`config.mk`:
```
export PLATFORM = sky130hd
export DESIGN_NAME = lcd_hex_driver
export DESIGN_NICKNAME = d
export VERILOG_FILES = /design/src/rtl/lcd_hex_pkg.sv /design/src/rtl/lcd_hex_driver_write_cycle.sv /design/src/rtl/lcd_hex_driver.sv
export SDC_FILE = /design/constraint.sdc
export NUM_CORES = 1
export LEC_CHECK = 0
export CAP_MARGIN = 5
export CELL_PAD_IN_SITES_DETAIL_PLACEMENT = 0
export CELL_PAD_IN_SITES_GLOBAL_PLACEMENT = 2
export CORE_UTILIZATION = 41
export CTS_BUF_LIST = sky130_fd_sc_hd__clkbuf_4 sky130_fd_sc_hd__clkbuf_8 sky130_fd_sc_hd__clkbuf_16
export DETAILED_ROUTE_END_ITERATION = 10
export PLACE_DENSITY_LB_ADDON = 0.3
export SKIP_CTS_REPAIR_TIMING = 1
export SLEW_MARGIN = 25
export SYNTH_ARGS = -nofsm -noshare
export SYNTH_HDL_FRONTEND = slang
export SYNTH_HIERARCHICAL = 1
export SYNTH_SLANG_ARGS = --single-unit
```
`constraint.sdc`:
```
create_clock -name iCLK -period 7.45 [get_ports iCLK]
set_input_delay 0.745 -clock iCLK [delete_from_list [all_inputs] [get_ports iCLK]]
set_output_delay 0.745 -clock iCLK [all_outputs]
set_load 0.05 [all_outputs]
```
`src/rtl/lcd_hex_pkg.sv`:
```
// Shared types, HD44780 command bytes and character helpers for the LCD hex driver.
// The ST_IDLE state exists only when LCD_CHANGE_ONLY_EN is defined.
package lcd_hex_pkg;

  typedef enum logic [2:0] {
    ST_PWRUP, ST_INIT, ST_ADDR1, ST_LINE1, ST_ADDR2, ST_LINE2
`ifdef LCD_CHANGE_ONLY_EN
    , ST_IDLE
`endif
  } lcd_state_t;

  typedef enum logic [2:0] {WC_IDLE, WC_SETUP, WC_PULSE, WC_HOLD, WC_WAIT} wc_state_t;

  localparam logic [7:0] CMD_FUNC_SET = 8'h38;
  localparam logic [7:0] CMD_DISP_ON  = 8'h0C;
  localparam logic [7:0] CMD_CLEAR    = 8'h01;
  localparam logic [7:0] CMD_ENTRY    = 8'h06;
  localparam logic [7:0] CMD_LINE1    = 8'h80;
  localparam logic [7:0] CMD_LINE2    = 8'hC0;
  localparam logic [7:0] ASCII_SPACE  = 8'h20;

  typedef struct packed {
    logic [7:0] data;
    logic       rs;
    logic       long_wait;
  } lcd_wr_t;

  function automatic logic [7:0] label_char(input logic [3:0] lbl, input logic [2:0] pos);
    logic [63:0] text;
    logic [5:0]  sh;
    case (lbl)
      4'd0:    text = "PC      ";
      4'd1:    text = "INSTR   ";
      4'd2:    text = "REG     ";
      4'd3:    text = "ALU     ";
      4'd4:    text = "STATUS  ";
      4'd5:    text = "DMEM    ";
      4'd6:    text = "CONTROL ";
      4'd7:    text = "ALUCTRL ";
      4'd8:    text = "EPC     ";
      default: text = {8{ASCII_SPACE}};
    endcase
    sh = {3'd7 - pos, 3'b000};
    return text[sh +: 8];
  endfunction

  function automatic logic [7:0] hex_ascii(input logic [3:0] n);
    return (n < 4'd10) ? (8'h30 + {4'h0, n}) : (8'h37 + {4'h0, n});
  endfunction

  // Nibble 0 is the most significant one, as it is printed leftmost.
  function automatic logic [3:0] nibble(input logic [31:0] w, input logic [2:0] k);
    logic [4:0] sh;
    sh = {3'd7 - k, 2'b00};
    return w[sh +: 4];
  endfunction

  function automatic lcd_wr_t wr_for(input lcd_state_t st, input logic [3:0] idx,
                                     input logic [31:0] d1, input logic [31:0] d2,
                                     input logic [3:0] lbl);
    lcd_wr_t w;
    w = '{data: CMD_LINE1, rs: 1'b0, long_wait: 1'b0};
    case (st)
      ST_INIT: begin
        case (idx[1:0])
          2'd0:    w.data = CMD_FUNC_SET;
          2'd1:    w.data = CMD_DISP_ON;
          2'd2:    begin w.data = CMD_CLEAR; w.long_wait = 1'b1; end
          default: w.data = CMD_ENTRY;
        endcase
      end
      ST_ADDR2: w.data = CMD_LINE2;
      ST_LINE1: begin
        w.rs   = 1'b1;
        w.data = idx[3] ? hex_ascii(nibble(d1, idx[2:0])) : label_char(lbl, idx[2:0]);
      end
      ST_LINE2: begin
        w.rs   = 1'b1;
        w.data = idx[3] ? hex_ascii(nibble(d2, idx[2:0])) : ASCII_SPACE;
      end
      default: ;
    endcase
    return w;
  endfunction

endpackage

```
`src/rtl/lcd_hex_driver_write_cycle.sv`:
```
// Bus timing engine: one SETUP / EN PULSE / HOLD / WAIT sequence per accepted byte.
module lcd_write_cycle
  import lcd_hex_pkg::*;
#(
  parameter int EN_PULSE_CYC   = 12,
  parameter int CMD_WAIT_CYC   = 2000,
  parameter int CLEAR_WAIT_CYC = 82000
) (
  input  logic       iCLK,
  input  logic       iRST_N,
  input  logic       start,
  input  logic [7:0] wr_data,
  input  logic       wr_rs,
  input  logic       long_wait,
  output logic       done,
  output logic [7:0] LCD_DATA,
  output logic       LCD_RS,
  output logic       LCD_EN
);

  localparam int CNT_W = $clog2(EN_PULSE_CYC + CMD_WAIT_CYC + CLEAR_WAIT_CYC + 1);

  wc_state_t        state;
  logic [CNT_W-1:0] cnt;
  logic [CNT_W-1:0] wait_last;
  logic             long_r;

  assign wait_last = long_r ? CNT_W'(CLEAR_WAIT_CYC - 1) : CNT_W'(CMD_WAIT_CYC - 1);

  // NOTE: non-blocking assignments throughout so every register samples pre-edge values.
  always_ff @(posedge iCLK or negedge iRST_N) begin
    if (!iRST_N) begin
      state    <= WC_IDLE;
      cnt      <= '0;
      long_r   <= 1'b0;
      done     <= 1'b0;
      LCD_DATA <= '0;
      LCD_RS   <= 1'b0;
      LCD_EN   <= 1'b0;
    end else begin
      done <= 1'b0;
      case (state)
        WC_IDLE: if (start) begin
          state    <= WC_SETUP;
          LCD_DATA <= wr_data;
          LCD_RS   <= wr_rs;
          long_r   <= long_wait;
        end
        WC_SETUP: begin
          state  <= WC_PULSE;
          LCD_EN <= 1'b1;
          cnt    <= '0;
        end
        WC_PULSE: begin
          if (cnt == CNT_W'(EN_PULSE_CYC - 1)) begin
            state  <= WC_HOLD;
            LCD_EN <= 1'b0;
          end else begin
            cnt <= cnt + CNT_W'(1);
          end
        end
        WC_HOLD: begin
          state <= WC_WAIT;
          cnt   <= '0;
        end
        WC_WAIT: begin
          if (cnt == wait_last) begin
            state <= WC_IDLE;
            done  <= 1'b1;
          end else begin
            cnt <= cnt + CNT_W'(1);
          end
        end
        default: state <= WC_IDLE;
      endcase
    end
  end

endmodule

```
`src/rtl/lcd_hex_driver.sv`:
```
// 16x2 HD44780 hex display driver: init sequence, then label + data1 / data2 frames.
// Define LCD_CHANGE_ONLY_EN to redraw only when the inputs change instead of continuously.
module lcd_hex_driver
  import lcd_hex_pkg::*;
#(
  parameter int POWERUP_CYC    = 750000,
  parameter int EN_PULSE_CYC   = 12,
  parameter int CMD_WAIT_CYC   = 2000,
  parameter int CLEAR_WAIT_CYC = 82000
) (
  input  logic        iCLK,
  input  logic        iRST_N,
  input  logic [31:0] i_data1,
  input  logic [31:0] i_data2,
  input  logic [3:0]  i_label,
  output logic [7:0]  LCD_DATA,
  output logic        LCD_RS,
  output logic        LCD_RW,
  output logic        LCD_EN,
  output logic        LCD_ON,
  output logic        o_busy,
  output logic        o_frame_done
);

  localparam int PW_W = $clog2(POWERUP_CYC + 1);

  lcd_state_t      state;
  logic [PW_W-1:0] pw_cnt;
  logic [3:0]      idx;
  logic [31:0]     f_d1, f_d2;
  logic [3:0]      f_lbl;
  lcd_wr_t         wr;
  logic            wr_start;
  logic            wr_done;

  assign LCD_RW = 1'b0;

  lcd_write_cycle #(
    .EN_PULSE_CYC  (EN_PULSE_CYC),
    .CMD_WAIT_CYC  (CMD_WAIT_CYC),
    .CLEAR_WAIT_CYC(CLEAR_WAIT_CYC)
  ) u_write (
    .iCLK     (iCLK),
    .iRST_N   (iRST_N),
    .start    (wr_start),
    .wr_data  (wr.data),
    .wr_rs    (wr.rs),
    .long_wait(wr.long_wait),
    .done     (wr_done),
    .LCD_DATA (LCD_DATA),
    .LCD_RS   (LCD_RS),
    .LCD_EN   (LCD_EN)
  );

  // Each transition issues the next byte in the same edge, so the engine never idles extra.
  always_ff @(posedge iCLK or negedge iRST_N) begin
    if (!iRST_N) begin
      state        <= ST_PWRUP;
      pw_cnt       <= '0;
      idx          <= '0;
      // NOTE: snapshot registers are reset too, so the change compare never sees X.
      f_d1         <= '0;
      f_d2         <= '0;
      f_lbl        <= '0;
      wr           <= '0;
      wr_start     <= 1'b0;
      LCD_ON       <= 1'b0;
      o_busy       <= 1'b1;
      o_frame_done <= 1'b0;
    end else begin
      LCD_ON       <= 1'b1;
      wr_start     <= 1'b0;
      o_frame_done <= 1'b0;
      case (state)
        ST_PWRUP: begin
          if (pw_cnt == PW_W'(POWERUP_CYC - 1)) begin
            state    <= ST_INIT;
            idx      <= '0;
            wr       <= wr_for(ST_INIT, 4'd0, f_d1, f_d2, f_lbl);
            wr_start <= 1'b1;
          end else begin
            pw_cnt <= pw_cnt + PW_W'(1);
          end
        end
        ST_INIT: if (wr_done) begin
          if (idx == 4'd3) begin
            o_busy   <= 1'b0;
            state    <= ST_ADDR1;
            f_d1     <= i_data1;
            f_d2     <= i_data2;
            f_lbl    <= i_label;
            wr       <= wr_for(ST_ADDR1, 4'd0, i_data1, i_data2, i_label);
            wr_start <= 1'b1;
          end else begin
            idx      <= idx + 4'd1;
            wr       <= wr_for(ST_INIT, idx + 4'd1, f_d1, f_d2, f_lbl);
            wr_start <= 1'b1;
          end
        end
        ST_ADDR1: if (wr_done) begin
          state    <= ST_LINE1;
          idx      <= '0;
          wr       <= wr_for(ST_LINE1, 4'd0, f_d1, f_d2, f_lbl);
          wr_start <= 1'b1;
        end
        ST_LINE1: if (wr_done) begin
          if (idx == 4'd15) begin
            state <= ST_ADDR2;
            wr    <= wr_for(ST_ADDR2, 4'd0, f_d1, f_d2, f_lbl);
          end else begin
            idx <= idx + 4'd1;
            wr  <= wr_for(ST_LINE1, idx + 4'd1, f_d1, f_d2, f_lbl);
          end
          wr_start <= 1'b1;
        end
        ST_ADDR2: if (wr_done) begin
          state    <= ST_LINE2;
          idx      <= '0;
          wr       <= wr_for(ST_LINE2, 4'd0, f_d1, f_d2, f_lbl);
          wr_start <= 1'b1;
        end
        ST_LINE2: if (wr_done) begin
          if (idx == 4'd15) begin
            o_frame_done <= 1'b1;
`ifdef LCD_CHANGE_ONLY_EN
            state <= ST_IDLE;
`else
            state    <= ST_ADDR1;
            f_d1     <= i_data1;
            f_d2     <= i_data2;
            f_lbl    <= i_label;
            wr       <= wr_for(ST_ADDR1, 4'd0, i_data1, i_data2, i_label);
            wr_start <= 1'b1;
`endif
          end else begin
            idx      <= idx + 4'd1;
            wr       <= wr_for(ST_LINE2, idx + 4'd1, f_d1, f_d2, f_lbl);
            wr_start <= 1'b1;
          end
        end
`ifdef LCD_CHANGE_ONLY_EN
        ST_IDLE: if ({i_data1, i_data2, i_label} != {f_d1, f_d2, f_lbl}) begin
          state    <= ST_ADDR1;
          f_d1     <= i_data1;
          f_d2     <= i_data2;
          f_lbl    <= i_label;
          wr       <= wr_for(ST_ADDR1, 4'd0, i_data1, i_data2, i_label);
          wr_start <= 1'b1;
        end
`endif
        default: state <= ST_PWRUP;
      endcase
    end
  end

endmodule

```
# Word level (Yosys, flattened, before mapping)
# Memories as Yosys holds them, arrays and structs flattened.
# Index checks and enable logic that the tools add are counted.
[classes]
add_sub_neg = 8
magnitude_cmp = 2
n_eq_ne = 34
shift = 3
mux = 69
bitwise = 1
n_reduce_logical = 22
[op_table]
columns = ["cell", "n"]
rows = [
  ["32-bit 2-to-1 mux", 8],
  ["64-bit 2-to-1 mux", 3],
  ["32-bit case mux with 2 select lines", 2],
  ["10-bit 2-to-1 mux", 9],
  ["32-bit by 6-bit variable part select with 4-bit output", 2],
  ["64-bit by 7-bit variable part select with 8-bit output", 1],
  ["10-bit case mux with 6 select lines", 1],
  ["17-bit 2-to-1 mux", 3],
  ["17-bit case mux with 3 select lines", 1],
  ["4-bit 2-to-1 mux", 10],
  ["3-bit 2-to-1 mux", 12],
  ["6-bit by 4-bit adder with 7-bit output (first input constant)", 4],
  ["7-bit 2-to-1 mux", 3],
  ["20-bit by 1-bit adder with 20-bit output (second input constant)", 1],
  ["20-bit == test (second input constant)", 1],
  ["2-bit by 1-bit inequality test with 1-bit output (second input constant)", 9],
  ["2-bit inequality test (second input constant)", 9],
  ["3-bit case mux with 6 select lines", 1],
  ["6-bit case mux with 3 select lines", 1],
  ["17-bit by 1-bit adder with 17-bit output (second input constant)", 1],
  ["17-bit == test", 1],
  ["17-bit by 4-bit == test with 1-bit output (second input constant)", 1],
  ["4-bit case mux with 4 select lines", 1],
  ["3-bit case mux with 5 select lines", 1],
  ["28 further kinds", 53],
]
[word_totals]
reg_bits = 141
mem_bits_ro = 1440
inputBits = 70
wordCells = 161
memories = 2
[mem_list]
columns = ["name", "words", "width", "rd", "rd_ports_with_merged_regs", "write_ports", "line_no", "rtl"]
rows = [
  ["(no name shown)", 16, 45, 1, 0, 0, "lcd_hex_pkg.sv:31", "case (lbl)"],
  ["(no name shown)", 16, 45, 1, 0, 0, "lcd_hex_pkg.sv:31", ""],
]

# Logic depth before layout (Yosys ltp)
[depth]
word_depth = 9
ltp_mapped = 13
depth_no_buf = 9

# Modules after synthesis
# The synthesis kept the hierarchy.
[by_module_without_submodules]
columns = ["module", "instances", "cells_each", "area_per_inst_um2", "seq_area_each_um2"]
rows = [
  ["lcd_hex_driver", 1, 578, 6408.6, 2728.9],
  ["lcd_write_cycle", 1, 166, 1679.1, 800.8],
]

# Worst setup path before layout
# No wires, ideal clock.
[synth_path]
path_kind = "register to register"
from = "reg idx[0]"
to = "reg wr[6] in the netlist's numbering"
setup_ns = 0.126
arrival_ns = 2.924
t_required_ns = 7.324
path_slack_ns = 4.400
path_stages_with_launch = 13
path_buffers = 4
period_less_slack_ns = 3.050
cell_sequence = "dfrtp_1 > buf_6 > buf_12 > inv_1 > ha_1 > buf_2 > inv_1 > clkbuf_1 > mux4_2 > ha_1 > nand2_1 > a21boi_1 > o32a_1"
[synth_between]
elab_chain_cells = 9
elab_cells_between_ends = 28
[synth_lines]
columns = ["item", "line_no", "rtl"]
rows = [
  ["start: declaration", "lcd_hex_driver.sv:29", "logic [3:0] idx;"],
  ["start signal: assignment", "lcd_hex_driver.sv:95", "idx <= idx + 4'd1;"],
  ["start signal: assignment", "lcd_hex_driver.sv:111", "idx <= idx + 4'd1;"],
  ["start signal: assignment", "lcd_hex_driver.sv:136", "idx <= idx + 4'd1;"],
  ["4-bit by 1-bit adder with 4-bit output", "lcd_hex_driver.sv:112, lcd_hex_driver.sv:137", ""],
  ["3-bit subtractor", "lcd_hex_pkg.sv:43, lcd_hex_pkg.sv:54", ""],
  ["32-bit by 6-bit variable part select with 4-bit output", "lcd_hex_pkg.sv:55", "return w[sh +: 4];"],
  ["6-bit by 4-bit adder with 7-bit output or 4-bit < comparator (tied branches)", "lcd_hex_pkg.sv:48", "return (n < 4'd10) ? (8'h30 + {4'h0, n}) : (8'h37 + {4'h0, n});"],
  ["7-bit 2-to-1 mux", "lcd_hex_pkg.sv:48", ""],
  ["7-bit 2-to-1 mux or 8-bit 2-to-1 mux (tied branches)", "lcd_hex_pkg.sv:79, lcd_hex_pkg.sv:75", ""],
  ["10-bit 2-to-1 mux, on equally long branches", "lcd_hex_driver.sv:123, lcd_hex_driver.sv:107", ""],
  ["10-bit 2-to-1 mux, on equally long branches", "lcd_hex_driver.sv:122, lcd_hex_driver.sv:106", ""],
  ["10-bit case mux with 6 select lines *", "lcd_hex_driver.sv:74", "case (state)"],
  ["end signal: assignment", "lcd_hex_driver.sv:79", "wr <= wr_for(ST_INIT, 4'd0, f_d1, f_d2, f_lbl);"],
  ["end signal: assignment", "lcd_hex_driver.sv:119", "wr <= wr_for(ST_LINE2, 4'd0, f_d1, f_d2, f_lbl);"],
  ["end signal: assignment", "lcd_hex_driver.sv:132", "wr <= wr_for(ST_ADDR1, 4'd0, i_data1, i_data2, i_label);"],
  ["end: declaration", "lcd_hex_driver.sv:32", "lcd_wr_t wr;"],
]
# Mark *: on every way between the ends. The rest lies on a longest branch, timed or not. The select of a mux whose other input is x is not followed.
# A chain may end at the register's enable or synchronous reset.

# Worst setup path after layout
# Same ends and word-level chain as after synthesis.

==> results by group <==
Min path
  – Class of the tightest hold or removal check: input port to asynchronous set/reset pin

Layout
  – Layout-stage area growth over the synthesis result: 18.56%
  – Number of fill cells in the layout: around 1.8k
  – Final net count: a little under 900
  – Final non-filler cell total: between 1k and 1.5k
  – Commonest non-fill, non-tap cell in the layout: sky130_fd_sc_hd__dfrtp_1
  – Area occupied by multi-input gates: 0.004238 sq mm
  – Post-layout instance area: ~0.0096 sq mm
  – Sequential cell area in the final layout: about 0.0035 sq mm
  – Antenna diode count: 0
  – Fraction of final layout cells sized beyond drive strength 1: 18.47%
  – Commonest cells after routing, fill and taps aside: sky130_fd_sc_hd__dfrtp_1, sky130_fd_sc_hd__clkdlybuf4s50_1, sky130_fd_sc_hd__mux2_2

Placement
  – Number of I/O port buffers: 82
  – Placer's final routability congestion estimate: ~0.82
  – Detailed placement HPWL: 13.69 mm
  – Placed Instances: roughly 1.0k
  – DP Area: 0.008986 sq mm

Power
  – Switching Power: 0.3901 mW
  – Cell area power density: 174.2 mW/mm^2
  – Portion of total power attributed to sequential cells: 45.9%
  – Switching Fraction: a little under a quarter
  – Peak VDD IR: between 0.1 and 0.15 mV
  – Leakage component of the power: a little over 4 nW
  – Combinational share of power: approximately 3.4%
  – Clock network fraction of total power: 50.8%
  – Internal power contribution: between 1 and 1.5 mW

Floorplan
  – Die area: roughly 0.020 sq mm
  – Die width: between 100 and 150 um
  – Chip Height: 142.5 um
  – Core footprint: a little under 0.02 sq mm
  – I/O pins: 84
  – Starting density of the core: 41.69%
  – Row count: roughly 50

Synthesis
  – Syn Std Cell Area: between 0.008 and 0.009 sq mm
  – Part of the Yosys area used for sequential elements: a little over two fifths
  – Top-area cell type share of the netlist area: a little over two fifths
  – Count of flip-flops with a built-in enable after synthesis: 0
  – Synthesized area divided by synthesized cell count: 10.87 sq um
  – Post-synthesis cell type with the largest combined area: sky130_fd_sc_hd__dfrtp_1
  – Number of distinct library cells after synthesis: 87
  – Top cells by area in the synthesized netlist: sky130_fd_sc_hd__dfrtp_1, sky130_fd_sc_hd__mux2_2, sky130_fd_sc_hd__mux4_2
  – Yosys warning total: 6
  – Flip-flop cell with the highest count after synthesis: sky130_fd_sc_hd__dfrtp_1
  – Post-synthesis register bit count: 141
  – Post-synth ARST share: 100.0%
  – Cells after Synth: 744
  – Synth Net Count: around 830

Clock tree
  – Clock latency at the later pin of the worst-skew pair: roughly 0.43 ns
  – Root Buffer: sky130_fd_sc_hd__clkbuf_16
  – TritonCTS clock tree: yes
  – Num Clock Sinks: 141
  – Bufs on Longest Clock Path: 2
  – Level count of the clock H-tree: 4
  – Total CTS buffers: 17
  – Clock transition at the register clock pins on the worst setup and hold paths after CTS: 0.06 ns

Detailed routing
  – Routed length on met3: between 700 and 800 um
  – Remaining routing DRC violations: 0
  – Top Layer Used: met4
  – Met1 Wirelength: slightly above 9 mm
  – Post-route antenna net violation count: 0
  – Final wirelength: about 20 mm
  – Number of vias per cell after detailed routing: 5.617
  – Number of violations reported at the end of detailed-routing iteration 0: between 200 and 300
  – Routed wire length on met2: about 9.3 mm
  – DRT Pass-1 Iters: 5
  – Average routed wire per standard cell: between 15 and 20 um
  – Via count: 6049

Setup path
  – Required arrival time at the worst endpoint: roughly 7.8 ns
  – Slowest stage delay, CP: roughly 0.7 ns
  – Crit-path max FO: 51
  – Cells traversed along the worst timing path: buf_4 > ha_1 > xor2_4 > mux4_2 > ha_1 > o21ai_1 > nand3_1 > nor3b_1 > o32a_1
  – Slowest stage cell, crit path: sky130_fd_sc_hd__xor2_4
  – Dominant cell type by count on the critical path: sky130_fd_sc_hd__ha_1
  – End of the worst register-to-register path: wr[6]$_DFFE_PN0P_
  – Type of element launching the critical path: flop
  – Endpoint kind of the worst setup timing path: flop
  – Launching point of the worst reg2reg path: idx[0]$_DFFE_PN0P_
  – Type of the setup path with the least slack: flop to flop
  – Count of cells along the worst register-to-register path: 9
  – Internal reg-to-reg setup slack: around 3.5 ns
  – Data arrival time of the critical path: around 4.3 ns

STA
  – Count of pins over their slew limit: 0
  – Final setup fails: 0
  – Period utilization: between 50% and 60%
  – Setup TNS: 0 ns
  – Clock Skew: ~0.016 ns
  – Tightest slew margin relative to the limit: between 30% and 40%
  – Crit path time final: just under 4 ns
  – Final Hold Fails: 0
  – Worst-Margin Slew: between 1 and 1.5 ns
  – Highest Clock Rate: approximately 250 MHz
  – Setup repair after global routing missed its margin: no

GRT
  – Global-route wire length before repair: between 30 and 40 mm
  – Vias in the first global route: approximately 6k
  – Number of antenna violations at the first check in global routing: 0
  – Largest net degree at the start of global routing: just over 80
  – Overall global routing resource usage: 20.37%
  – GR Overflow Total: 0

Status
  – Result of the run: completed

Job
  – Number of max-cap violations: 0
## power by group through the flow
stage          Combinational (mW)  Clock (mW)  Sequential (mW)
3_3_place_gp               0.0562           0            0.780
3_5_place_dp               0.0572           0            0.780
2_1_floorplan             0.00186           0            0.781
4_1_cts                    0.0574       0.870            0.766
5_1_grt                    0.0614       0.895            0.765
6_report                   0.0560       0.848            0.766
## registers in the layout (all words and copies together), names as in the netlist
signal and flops:
o_busy 1, idx 4, u_write/done 1, f_d1 32
LCD_ON 1, u_write/long_r 1, pw_cnt 20, wr_start 1
u_write/LCD_EN 1, u_write/cnt 17, u_write/LCD_DATA 8, o_frame_done 1
f_lbl 4, state 3, u_write/LCD_RS 1, f_d2 32
wr 10, u_write/state 3
## Yosys cell counts, drive strengths merged (11+ instances only)
library cell,count
nand3,32
dfrtp,140
inv,14
o31ai,18
mux2i,15
xnor2,18
nor2b,12
clkbuf,22
nand2b,12
buf,27
nand2,53
o21ai,51
a31oi,11
ha,17
nor2,45
mux2,80
mux4,15
and3,12
nand4,12
a21oi,23
## how the worst max path moves through the flow
stage / end / slack (ns) / cells past startpoint / from
6_report: wr[6]$_DFFE_PN0P_ / 3.48 / 9 / idx[0]$_DFFE_PN0P_
5_1_grt: wr[6]$_DFFE_PN0P_ / 3.24 / 9 / idx[0]$_DFFE_PN0P_
4_1_cts: wr[6]$_DFFE_PN0P_ / 3.42 / 9 / idx[0]$_DFFE_PN0P_
3_5_place_dp: wr[6]$_DFFE_PN0P_ / 3.45 / 9 / idx[0]$_DFFE_PN0P_
3_3_place_gp: wr[6]$_DFFE_PN0P_ / 3.54 / 9 / idx[0]$_DFFE_PN0P_
2_1_floorplan: wr[6]$_DFFE_PN0P_ / 4.40 / 12 / idx[0]$_DFFE_PN0P_
## cell families (layout without fill, tap and decap cells)
group	after synthesis	after routing	share of synthesized area, %
fa+ha+maj	17	17	2.630
simple gates	228	228	14.81
mux	110	110	17.65
buf+inv	63	131	4.270
flops	141	141	43.64
xor+xnor	25	25	3.171
other cells	2	2	0.09286
compound gates	158	158	13.74
## critical path, delay by kind of cell (launching register included)
kind                       cells  cell delay (ns)
adders and majority gates      2             0.80
AOI/OAI and AO/OA              2             0.49
muxes                          1             0.67
xor gates and xnor gates       1             0.70
and+or+nand+nor                2             0.31
buffers and inverters          1             0.55
DFF                            1             0.35
## final cells by class
class                   count  share of cell area [%]
clock inverters            14                   1.553
repair buffers             85                   8.847
multi-input cells         540                   44.19
clock buffers              18                   4.580
well taps                 265                   3.458
inverters                  14                  0.5480
flip-flops and latches    141                   36.82
## metal layers
layer | global-route usage, % | vias to the layer above
li1 | - | 2862
met4 | 6.282 | 0
met1 | 27.35 | 3002
met3 | 3.869 | 19
met2 | 33.23 | 166
met5 | 0 | -
## through the flow
| stage | hold slack [ns] | utilization [%] | power (mW) | setup WS, ns |
|---|---|---|---|---|
| finish | 0.2699 | 49.43 | 1.670 | 3.477 |
| global route | 0.3359 | 49.43 | 1.722 | 3.239 |
| CTS | 0.3131 | 49.36 | 1.694 | 3.422 |
| detailed placement | 0.4648 | 46.32 | 0.8374 | 3.455 |
| global placement | 0.4556 | 46.32 | 0.8363 | 3.545 |
| floorplan | 0.4380 | - | 0.7833 | 4.400 |
(Power assumes the default switching activity.)
